## src/rtl/array_dim_walker_pkg.sv

```systemverilog
// Shared types and dimension helpers for the array dimension walker.
package dims_pkg;

    typedef bit [3:0][2:1] packed_reg;

    typedef enum logic {IDLE, STREAM} walker_state_e;

    // Number of elements between two declared bounds, inclusive, either direction.
    function automatic int dim_size(input int l, input int r);
        return (l <= r) ? (r - l + 1) : (l - r + 1);
    endfunction

    // Direction of travel from the $left bound toward the $right bound.
    function automatic int dim_step(input int l, input int r);
        return (l <= r) ? 1 : -1;
    endfunction

endpackage

```

## src/rtl/array_dim_walker_counter.sv

```systemverilog
// One dimension's declared index: starts at $left (or $right when reversed),
// steps toward the other bound, and wraps back to its start bound.
module array_dim_counter
    import dims_pkg::*;
#(
    parameter int L = 0,
    parameter int R = 0
) (
    input  logic               clk,
    input  logic               rst,
    input  logic               rev,
    input  logic               start,
    input  logic               advance,
    output logic signed [31:0] idx,
    output logic               at_end
);

    localparam int STEP = dim_step(L, R);

    logic signed [31:0] idx_q, idx_d;
    logic               rev_q, rev_d;

    assign idx    = idx_q;
    assign at_end = (idx_q == (rev_q ? L : R));

    // Next index: load start bound on start, else step or wrap on advance.
    always_comb begin
        rev_d = rev_q;
        idx_d = idx_q;
        if (start) begin
            rev_d = rev;
            idx_d = rev ? R : L;
        end else if (advance) begin
            if (at_end) idx_d = rev_q ? R : L;
            else        idx_d = rev_q ? (idx_q - STEP) : (idx_q + STEP);
        end
    end

    // Index and direction registers; reset parks the index on $left.
    always_ff @(posedge clk) begin
        if (rst) begin
            idx_q <= L;
            rev_q <= 1'b0;
        end else begin
            idx_q <= idx_d;
            rev_q <= rev_d;
        end
    end

endmodule

```

## src/rtl/array_dim_walker.sv

```systemverilog
// Captures a [L1:R1][L2:R2] array of packed words in one load handshake and
// streams the elements out in declared dimension order with their indices.
module array_dim_walker
    import dims_pkg::*;
#(
    parameter int L1 = 1,
    parameter int R1 = 5,
    parameter int L2 = 2,
    parameter int R2 = 8
) (
    input  logic               clk,
    input  logic               rst,
    input  logic               load_valid,
    output logic               load_ready,
    input  logic               load_rev,
    input  packed_reg          load_data [L1:R1][L2:R2],
    output logic               out_valid,
    input  logic               out_ready,
    output packed_reg          out_data,
    output logic signed [31:0] out_idx1,
    output logic signed [31:0] out_idx2,
    output logic               out_first,
    output logic               out_last,
    output logic               busy
);

    localparam int N1 = dim_size(L1, R1);
    localparam int N2 = dim_size(L2, R2);
    localparam int N  = N1 * N2;
    localparam int S1 = dim_step(L1, R1);
    localparam int S2 = dim_step(L2, R2);

    walker_state_e state_q, state_d;
    logic          first_q;
    logic          capture, adv, at_end1, at_end2;

    // Buffer is flattened in walk order; the read mux is a one-hot AND-OR so
    // every index into the buffer is an elaboration-time constant.
    logic [N-1:0][7:0] buf_q, load_flat, masked;
    logic [7:0][N-1:0] col;
    logic [N-1:0]      hit;
    logic [7:0]        rd;

    for (genvar a = 0; a < N1; a++) begin : g_d1
        for (genvar b = 0; b < N2; b++) begin : g_d2
            localparam int I = L1 + a * S1;
            localparam int J = L2 + b * S2;
            localparam int K = a * N2 + b;
            assign load_flat[K] = load_data[I][J];
            assign hit[K]       = (out_idx1 == I) && (out_idx2 == J);
            assign masked[K]    = hit[K] ? buf_q[K] : 8'h00;
        end
    end

    for (genvar bt = 0; bt < 8; bt++) begin : g_bit
        for (genvar k = 0; k < N; k++) begin : g_elem
            assign col[bt][k] = masked[k][bt];
        end
        assign rd[bt] = |col[bt];
    end

    assign load_ready = (state_q == IDLE);
    assign out_valid  = (state_q == STREAM);
    assign busy       = (state_q == STREAM);
    assign out_first  = first_q;
    assign out_last   = out_valid && at_end1 && at_end2;
    assign out_data   = out_valid ? packed_reg'(rd) : packed_reg'(8'h00);
    assign adv        = out_valid && out_ready && !out_last;

    array_dim_counter #(.L(L1), .R(R1)) u_dim1 (
        .clk     (clk),
        .rst     (rst),
        .rev     (load_rev),
        .start   (capture),
        .advance (adv && at_end2),
        .idx     (out_idx1),
        .at_end  (at_end1)
    );

    array_dim_counter #(.L(L2), .R(R2)) u_dim2 (
        .clk     (clk),
        .rst     (rst),
        .rev     (load_rev),
        .start   (capture),
        .advance (adv),
        .idx     (out_idx2),
        .at_end  (at_end2)
    );

    // Walker FSM: accept a load when idle, return to idle after the last beat.
    always_comb begin
        state_d = state_q;
        capture = 1'b0;
        case (state_q)
            IDLE: begin
                if (load_valid) begin
                    capture = 1'b1;
                    state_d = STREAM;
                end
            end
            STREAM: begin
                if (out_ready && out_last) state_d = IDLE;
            end
            default: state_d = IDLE;
        endcase
    end

    // State and first-beat flag; the buffer is deliberately left out of reset.
    always_ff @(posedge clk) begin
        if (rst) begin
            state_q <= IDLE;
            first_q <= 1'b0;
        end else begin
            state_q <= state_d;
            if (capture)                     first_q <= 1'b1;
            else if (out_valid && out_ready) first_q <= 1'b0;
        end
    end

    // Array capture on the load handshake.
    always_ff @(posedge clk) begin
        if (capture) buf_q <= load_flat;
    end

endmodule

```

## config.mk

```make
export PLATFORM = sky130hd
export DESIGN_NAME = array_dim_walker
export DESIGN_NICKNAME = d
export VERILOG_FILES = /design/src/rtl/array_dim_walker_pkg.sv /design/src/rtl/array_dim_walker_counter.sv /design/src/rtl/array_dim_walker.sv
export SDC_FILE = /design/constraint.sdc
export NUM_CORES = 1
export LEC_CHECK = 0
export CAP_MARGIN = 0
export CORE_MARGIN = 1
export CORE_UTILIZATION = 50
export CTS_CLUSTER_DIAMETER = 120
export DETAILED_ROUTE_END_ITERATION = 10
export PLACE_DENSITY = 0.8
export RECOVER_POWER = 25
export SLEW_MARGIN = 0
export SYNTH_ARGS = -nofsm -noshare
export SYNTH_HDL_FRONTEND = slang
export SYNTH_SLANG_ARGS = --single-unit
```

## constraint.sdc

```tcl
create_clock -name clk -period 16.29 [get_ports clk]
set_clock_uncertainty 0.15 [all_clocks]
set_input_delay 4.0725 -clock clk [delete_from_list [all_inputs] [get_ports clk]]
set_output_delay 4.0725 -clock clk [all_outputs]
set_load 0.05 [all_outputs]
```

# Yosys cells after proc, flatten, opt, wreduce, memory -nomap -nowiden

Cells that the tools add are included.

Add/subtract/negate cells: 4
Equality and inequality tests: 14
Muxes and demuxes: 56
Bitwise gates (word level): 1
Reductions and logical operators: 53

Operators by type and width:

| operator                                            | count |
|---|---|
| 2-to-1 mux 8 bit                                    | 36 |
| OR reduction 35 bit                                 | 8 |
| 2-to-1 mux 32 bit                                   | 8 |
| == test 32 x 4 -> 1 bit (second input constant)     | 6 |
| == test 32 x 3 -> 1 bit (second input constant)     | 4 |
| adder 32 x 2 -> 32 bit (second input constant)      | 2 |
| == test 32 bit                                      | 2 |
| subtractor 32 x 2 -> 32 bit (second input constant) | 2 |
| logical AND 1 bit                                   | 41 |
| == test 32 x 2 -> 1 bit (second input constant)     | 1 |
| == test 32 x 5 -> 1 bit (second input constant)     | 1 |
| 2-to-1 mux 4 bit                                    | 3 |
| 2-to-1 mux 3 bit                                    | 3 |
| nonzero test 2 bit                                  | 3 |
| 2-to-1 mux 1 bit                                    | 5 |
| case mux 1 bit (2 select lines)                     | 1 |
| zero test 1 bit                                     | 1 |
| NOT 1 bit                                           | 1 |

Flip-flop bits (word level): 347
Input bits: 285
Output and inout port bits: 77
Word-level logic and storage cells: 168

# Depth between registers and ports, before layout

Gate-level depths: netlist of run 1.

Word-level depth: 9
Gate-level depth with buffers: 12
Gate-level depth less buffers: 12

# Cells and area by module

A second synthesis of run 1 with hierarchy kept.

Cells, all modules: 1444
Area total of the unflattened synthesis: 17411.7 um^2

Modules (own cells, without submodules):

| module                      | times used | cells each | area each (um^2) | sequential area each (um^2) |
|---|---|---|---|---|
| array_dim_walker            | 1          | 767        | 11881.4          | 8448.1 |
| array_dim_counter at u_dim1 | 1          | 331        | 2768.9           | 660.6 |
| array_dim_counter at u_dim2 | 1          | 346        | 2761.4           | 660.6 |

# Worst setup path before layout of run 1

OpenSTA, ideal clock, no wires.

Kind: input -> register
Start: input load_valid
End: register u_dim2.idx_q[31] (netlist: u_dim2.idx[31])
Library setup time: 71 ps
Arrival: 12519 ps
Required time: 16069 ps
Slack: 3550 ps
Stages: 7
Buffers on the path: 1
Cells stage by stage: nand2_1 clkinv_1 a21oi_2 and2b_2 buf_4 a31oi_1 o21bai_1

Word-level cells in the longest chain between the ends: 3
Elaborated cells between the ends (all ways): 4
Classes of those cells: 3 x mux; 1 x reduce/logical

RTL lines:

| item                                                           | RTL line                       | RTL |
|---|---|---|
| start, declared                                                | array_dim_walker.sv:13         | `input logic load_valid,` |
| 2-to-1 mux 1 bit (*)                                           | array_dim_walker.sv:96         | `if (load_valid) begin` |
| 2-to-1 mux 1 bit (*)                                           | array_dim_walker.sv:94         | `case (state_q)` |
| via capture                                                    | array_dim_walker.sv:35         | `logic capture, adv, at_end1, at_end2;` |
| 2-to-1 mux 32 bit / nonzero test 2 bit (equally long branches) | n/a                            |  |
| end signal, assigned                                           | array_dim_walker_counter.sv:45 | `idx_q <= idx_d;` |
| end, declared                                                  | array_dim_walker_counter.sv:20 | `logic signed [31:0] idx_q, idx_d;` |

The timed path passes the listed nets; every way through them passes the cells marked *.
A chain may end at the register's enable or synchronous reset.

==> results.md, run 1 <==
- Initial core utilization: 0.509
- Commonest cells post-synth: 280 x edfxtp_1, 96 x nor2_1, 85 x a22oi_1
- P&R area growth vs syn: 33.9%
- Gr busiest metal: met2
- Slowest-stage cell, CP: and2_1
- Critical Path Start Type: register
- WP buf/inv: 1
- Final Hold Viols: 0
- Switching part of the total: 0.244
- P_int: 1.59 mW
- Yosys top cell area share: 0.556
- GRT overflow: 0
- Syn. warnings: 0
- Static leakage: 7.10 nW
- Sw Pwr: 0.514 mW
- Core Box Area: 29700 sq um
- Hold Slack: 0.365 ns
- Post-CTS sizing: 0
- Rows: 63
- Setup TNS: 0 ns
- Max-cap viol count: 0
- Final net count: 1860
- Delay-heaviest family, CP: simple AND/OR/NAND/NOR gates
- FF+latch count, synth: 347
- Share of layout cells above drive strength 1: 0.0538
- Placed Cells: 1888
- Worst slew pin tran: 1.25 ns
- Clock sink total: 347
- Largest net degree at the start of global routing: 136
- Setup ws final: 6.81 ns
- I/O pin total: 362
- First-pass GRT wire length: 69.5 mm
- Met1 GRT Util: 0.368
- Crit-path cells: nor4_1 > nand4_1 > nor3_1 > and2_1 > a22o_1 > a221oi_1 > o22ai_1 > a311oi_1 > o221ai_1 > a2111oi_0 > a21oi_1 > clkdlybuf4s50_1
- All-Layer GR Usage: 0.303
- Drt wl/cell: 24.0 um
- Post-CTS Setup Inserts: 0
- Met3 usage: 0.0590
- Clk slew on worst S/H paths: 0.06 ns
- CTS tree: yes
- Period Utilization, post-route: 0.582
- Fin crit period: 9.48 ns
- Yosys top cell by area: edfxtp_1
- Num CTS Buffers: 38
- GRT met2 Usage: 0.514
- Initial antenna violation count: 15
- Syn Area/Cell: 12.8 sq um
- Layout Utilization: 0.682
- Worst path max stage delay: 0.91 ns
- Synth unique cells: 73
- Via count: 12000
- CP Class: register to output pin
- Crit path DAT: 5.26 ns
- Final setup fails: 0
- CTS Buffer Depth: 3
- RSZ-0062 raised after global routing: false
- H-tree depth: 2
- Via density: 6.12
- Pwr Density: 104 nW/um^2
- Max VDD drop: 0.0704 mV
- Post-synth EDFFs: 280
- Worst-Skew Late Latency: 0.52 ns
- Cells after synthesis: 1185
- Hpwl dp: 33.3 mm
- Max transition margin: 0.165
- Dominant cells by area after synthesis: edfxtp_1 56%, dfxtp_1 8.9%, a22oi_1 4.2%
- Iter 0 DRT Violations: 1442
- Vias in the first global route: 12000
- 1st-pass router iterations: 6
- ANT nets after route: 0
- Hold WC Path Type: register to register
- Max Transition Viols Final: 0
- Die Area: 31000 sq um
- Final WL: 47.1 mm
- Final GP Congestion: 0.885
- Highest clock rate: 0.105 GHz
- Clock power share: 0.388
- Critical path required time: 12.07 ns
- Async SR Flop Fraction: 0
- Pre-CTS WS: 7.47 ns
- Combinational share of power: 0.119
- Synth Cell Area: 15100 sq um
- Seq/Total Area, Yosys: 0.644
- Outcome: finished, final reports clean
- Root Buffer: clkbuf_16
- Fill cell count: 2107
- Top FF cell, synth: edfxtp_1
- CP Capture Type: output pin
- Top-count cell post-synth: edfxtp_1
- Die Wd: 176 um
- Seq pwr share: 0.493
- Cts hold-fix bufs: 0
- Syn Nets: 1507
- Fin cells: 1967
- Die height: 176 um
- DRC Markers: 0
- Number of port buffers: 361
- CP max FO: 21
cell usage in the layout (no fill, tap or decap), types with 8 or more instances in the layout:
cell type          n
a21o_1            12
a21oi_1           64
a221oi_1          12
a222oi_1          23
a22o_1            24
a22oi_1           85
a31oi_1           11
and2_1            11
buf_4             11
clkbuf_16         39
clkdlybuf4s50_1  185
dfxtp_1           67
diode_2           16
dlygate4sd3_1    176
edfxtp_1         280
ha_1              36
inv_1             14
nand2_1           81
nand3_1           28
nand4_1           12
nor2_1            96
nor3_1            20
nor4_1            14
o21ai_0           43
o221ai_1           9
o22ai_1           15
or3_1              8
xnor2_1           31
xor2_1            25
final cells by class:
type | instances | area [sq um] | area share
repair buffers | 372 | 3700 | 0.182
clock buffers | 49 | 1050 | 0.0520
multi-input cells | 763 | 5070 | 0.250
well taps | 390 | 488 | 0.0241
diodes | 16 | 40.0 | 0.00198
flip-flops and latches | 347 | 9750 | 0.481
inverters | 16 | 67.6 | 0.00333
clock inverters | 14 | 108 | 0.00531
tightest hold or removal path, delay by kind of cell, from the launching register on:
kind               cells  cell delay (ns)
AOI/OAI and AO/OA      1             0.06
DFF                    1             0.33
and+or+nand+nor        1             0.08
cell families after synthesis:
family | after synthesis | synth area share
buffers and inverters | 75 | 0.0218
AOI/OAI and AO/OA | 351 | 0.166
DFF | 347 | 0.644
xor gates and xnor gates | 56 | 0.0324
muxes | 1 | 0.000661
and+or+nand+nor | 318 | 0.104
adders and majority gates | 37 | 0.0311
power groups by stage:
stage                     sequential (mW)  combinational, mW  clock (mW)
after floorplan                      1.07              0.118           0
after global placement               1.05              0.252           0
after detailed placement             1.05              0.255           0
after CTS                            1.04              0.257       0.821
after global routing                 1.04              0.266       0.855
final                                1.04              0.250       0.817
path summary, 6_finish.rpt:
check / start / end / slack [ns] / cells past startpoint
worst max-delay path: u_dim2.idx[14] / out_data[4] / 6.81 / 12
worst min-delay path: out_first / out_first / 0.36 / 2
worst max register to register: busy / buf_q[96] / 12.11 / 5
worst min register to register: out_first / out_first / 0.36 / 2
stage by stage:
stage	total power [mW]	area, sq um
after floorplan	1.19	15100
final	2.10	20300
after detailed placement	1.31	19100
after global placement	1.30	19100
after global routing	2.16	20300
after CTS	2.11	20200
sequential cells by signal, indices dropped and copies added, names as in the netlist:
| name | cells |
|---|---|
| u_dim2.rev_q | 1 |
| u_dim2.idx | 32 |
| busy | 1 |
| buf_q | 280 |
| out_first | 1 |
| u_dim1.idx | 32 |
routing by layer:
layer | up-vias | share of wire
met1 | 5823 | 0.36
met2 | 708 | 0.50
met4 | 2 | 0.046
li1 | 5381 | -
met3 | 130 | 0.094
met5 | - | 0.00028
Power figures use the tool's default switching activity.
==> run 2: changes to the inputs <==
==> constraint.sdc (replaced) <==
create_clock -name clk -period 9.5 [get_ports clk]
set_clock_uncertainty 0.15 [all_clocks]
set_input_delay 2.375 -clock clk [delete_from_list [all_inputs] [get_ports clk]]
set_output_delay 2.375 -clock clk [all_outputs]
set_load 0.05 [all_outputs]
==> results.md, run 2 (same netlist as run 1, synthesis figures left out) <==
- Setup ws final: 1.77 ns (-5.04 ns)
- Max VDD drop: 0.117 mV (+67%)
- Num CTS Buffers: 37 (-2.6%)
- Rows: 63 (unchanged)
- Number of port buffers: 361 (unchanged)
- Setup TNS: 0 ns (unchanged)
- Max-cap viol count: 0 (unchanged)
- Vias in the first global route: 11700 (-2.3%)
- Post-CTS sizing: 0 (unchanged)
- Crit path DAT: 5.21 ns (-0.05 ns)
- Highest clock rate: 0.129 GHz
- Hold WC Path Type: register to register
- Clk slew on worst S/H paths: 0.06 ns (about the same)
- CP Class: register to output pin
- Period Utilization, post-route: 0.814
- Worst path max stage delay: 0.89 ns (-0.02 ns)
- RSZ-0062 raised after global routing: false
- Worst slew pin tran: 1.27 ns (+0.0177 ns)
- Iter 0 DRT Violations: 1669 (+16%)
- Drt wl/cell: 23.6 um (-1.6%)
- Fill cell count: 2064 (-2.0%)
- H-tree depth: 2 (unchanged)
- Critical Path Start Type: register
- I/O pin total: 362 (unchanged)
- Max Transition Viols Final: 0 (unchanged)
- Fin area: 20300 sq um (about the same)
- Final net count: 1859 (-0.054%)
- Biggest register: buf_q
- ANT nets after route: 0 (unchanged)
- Layout Utilization: 0.683 (about the same)
- Fin crit period: 7.73 ns
- DRC Markers: 0 (unchanged)
- P&R area growth vs syn: 34.0% (about the same)
- Total Power: 3.61 mW (+72%)
- Slowest-stage cell, CP: clkdlybuf4s50_1
- Share of layout cells above drive strength 1: 0.0537 (-0.000138)
- Max reg flops: 280 (unchanged)
- CTS tree: yes
- Final WL: 46.3 mm (-1.8%)
- Critical path required time: 6.98 ns (-5.09 ns)
- R2r setup slk: 5.23 ns (-6.88 ns)
- Die height: 176 um (unchanged)
- Fin cells: 1964 (-0.15%)
- Die Wd: 176 um (unchanged)
- Hpwl dp: 33.1 mm (-0.80%)
- Crit-path cells: nor4_1 > nand4_1 > nor3_1 > and2_1 > a22o_1 > a221oi_1 > o22ai_1 > a311oi_1 > o221ai_1 > a2111oi_0 > a21oi_1 > clkdlybuf4s50_1
- Most frequent cells in the layout: 280 x edfxtp_1, 185 x clkdlybuf4s50_1, 176 x dlygate4sd3_1
- Dpl cell area: 19100 sq um (about the same)
- Worst-Skew Late Latency: 0.53 ns (about the same)
- Delay-heaviest family, CP: simple AND/OR/NAND/NOR gates
- Cts hold-fix bufs: 0 (unchanged)
- Pre-CTS WS: 2.41 ns (-5.06 ns)
- Via density: 6.09 (-0.47%)
- CTS Buffer Depth: 3 (unchanged)
- First-pass GRT wire length: 68.4 mm (-1.5%)
- Root Buffer: clkbuf_16
- Clock sink total: 347 (unchanged)
- Final Hold Viols: 0 (unchanged)
- WP buf/inv: 1 (unchanged)
- Initial core utilization: 0.509 (unchanged)
- Final setup fails: 0 (unchanged)
- Post-CTS Setup Inserts: 0 (unchanged)
- Final GP Congestion: 0.926 (+4.7%)
- All-Layer GR Usage: 0.297 (-0.00605)
- Outcome: finished, final reports clean
- Hold Slack: 0.370 ns (+0.00510 ns)
- Pwr Density: 178 nW/um^2 (+71%)
- Via count: 12000 (-0.62%)
- CP max FO: 21 (unchanged)
- Die Area: 31000 sq um (unchanged)
- Core Box Area: 29700 sq um (unchanged)
- CP Capture Type: output pin
- Placed Cells: 1888 (unchanged)
- Max transition margin: 0.153 (-0.0119)
- Commonest non-fill, non-tap cell in the layout: edfxtp_1
- Largest net degree at the start of global routing: 142 (+4.4%)
- 1st-pass router iterations: 6 (unchanged)
- GRT overflow: 0 (unchanged)
- Static leakage: 7.11 nW (+0.21%)
- Initial antenna violation count: 9 (-6)
## run 2: changes by cell type in the layout (fill, tap and decap cells not counted)
cell,previous run,this run
diode_2,16,9
clkbuf_16,39,40
clkbuf_1,6,5
inv_8,1,0
clkinv_1,5,10
clkbuf_8,4,2
clkinv_8,1,2
inv_6,1,0
clkinv_2,6,7
inv_16,0,1
## run 2: worst paths after layout
| kind | from | endpoint | cells past startpoint |
|---|---|---|---|
| worst min-delay path | out_first | out_first | 2 |
| worst max-delay path | u_dim2.idx[15] | out_data[4] | 12 |
| worst min register to register | out_first | out_first | 2 |
| worst max register to register | u_dim2.rev_q | u_dim2.idx[31] | 10 |
## run 2: layout make-up
type | instances | area, sq um | area share
multi-input cells | 763 | 5070 | 0.250
inverters | 16 | 72.6 | 0.00358
clock inverters | 20 | 143 | 0.00703
flip-flops and latches | 347 | 9750 | 0.481
clock buffers | 47 | 1050 | 0.0516
well taps | 390 | 488 | 0.0241
diodes | 9 | 22.5 | 0.00111
repair buffers | 372 | 3700 | 0.182
## run 2: where the power goes
part | internal (mW) | switching (mW) | leakage (nW) | total [mW]
sequential | 1.74 | 0.0361 | 3.22 | 1.78
clock | 0.812 | 0.596 | 0.586 | 1.41
combinational | 0.176 | 0.249 | 3.30 | 0.424
## run 2: routing by layer
metal  vias up  GRT usage  share of wire
met5         -          0              0
met2       721      0.526           0.51
met3       104     0.0459          0.085
met1      5755      0.365           0.37
met4         0      0.111          0.035
li1       5389          -              -
## run 2: worst min-delay path: cells and delay by family, from the launching register on
| family | cells | cell delay (ns) |
|---|---|---|
| AO/OA/AOI/OAI | 1 | 0.07 |
| AND/OR/NAND/NOR | 1 | 0.08 |
| flip-flops | 1 | 0.34 |
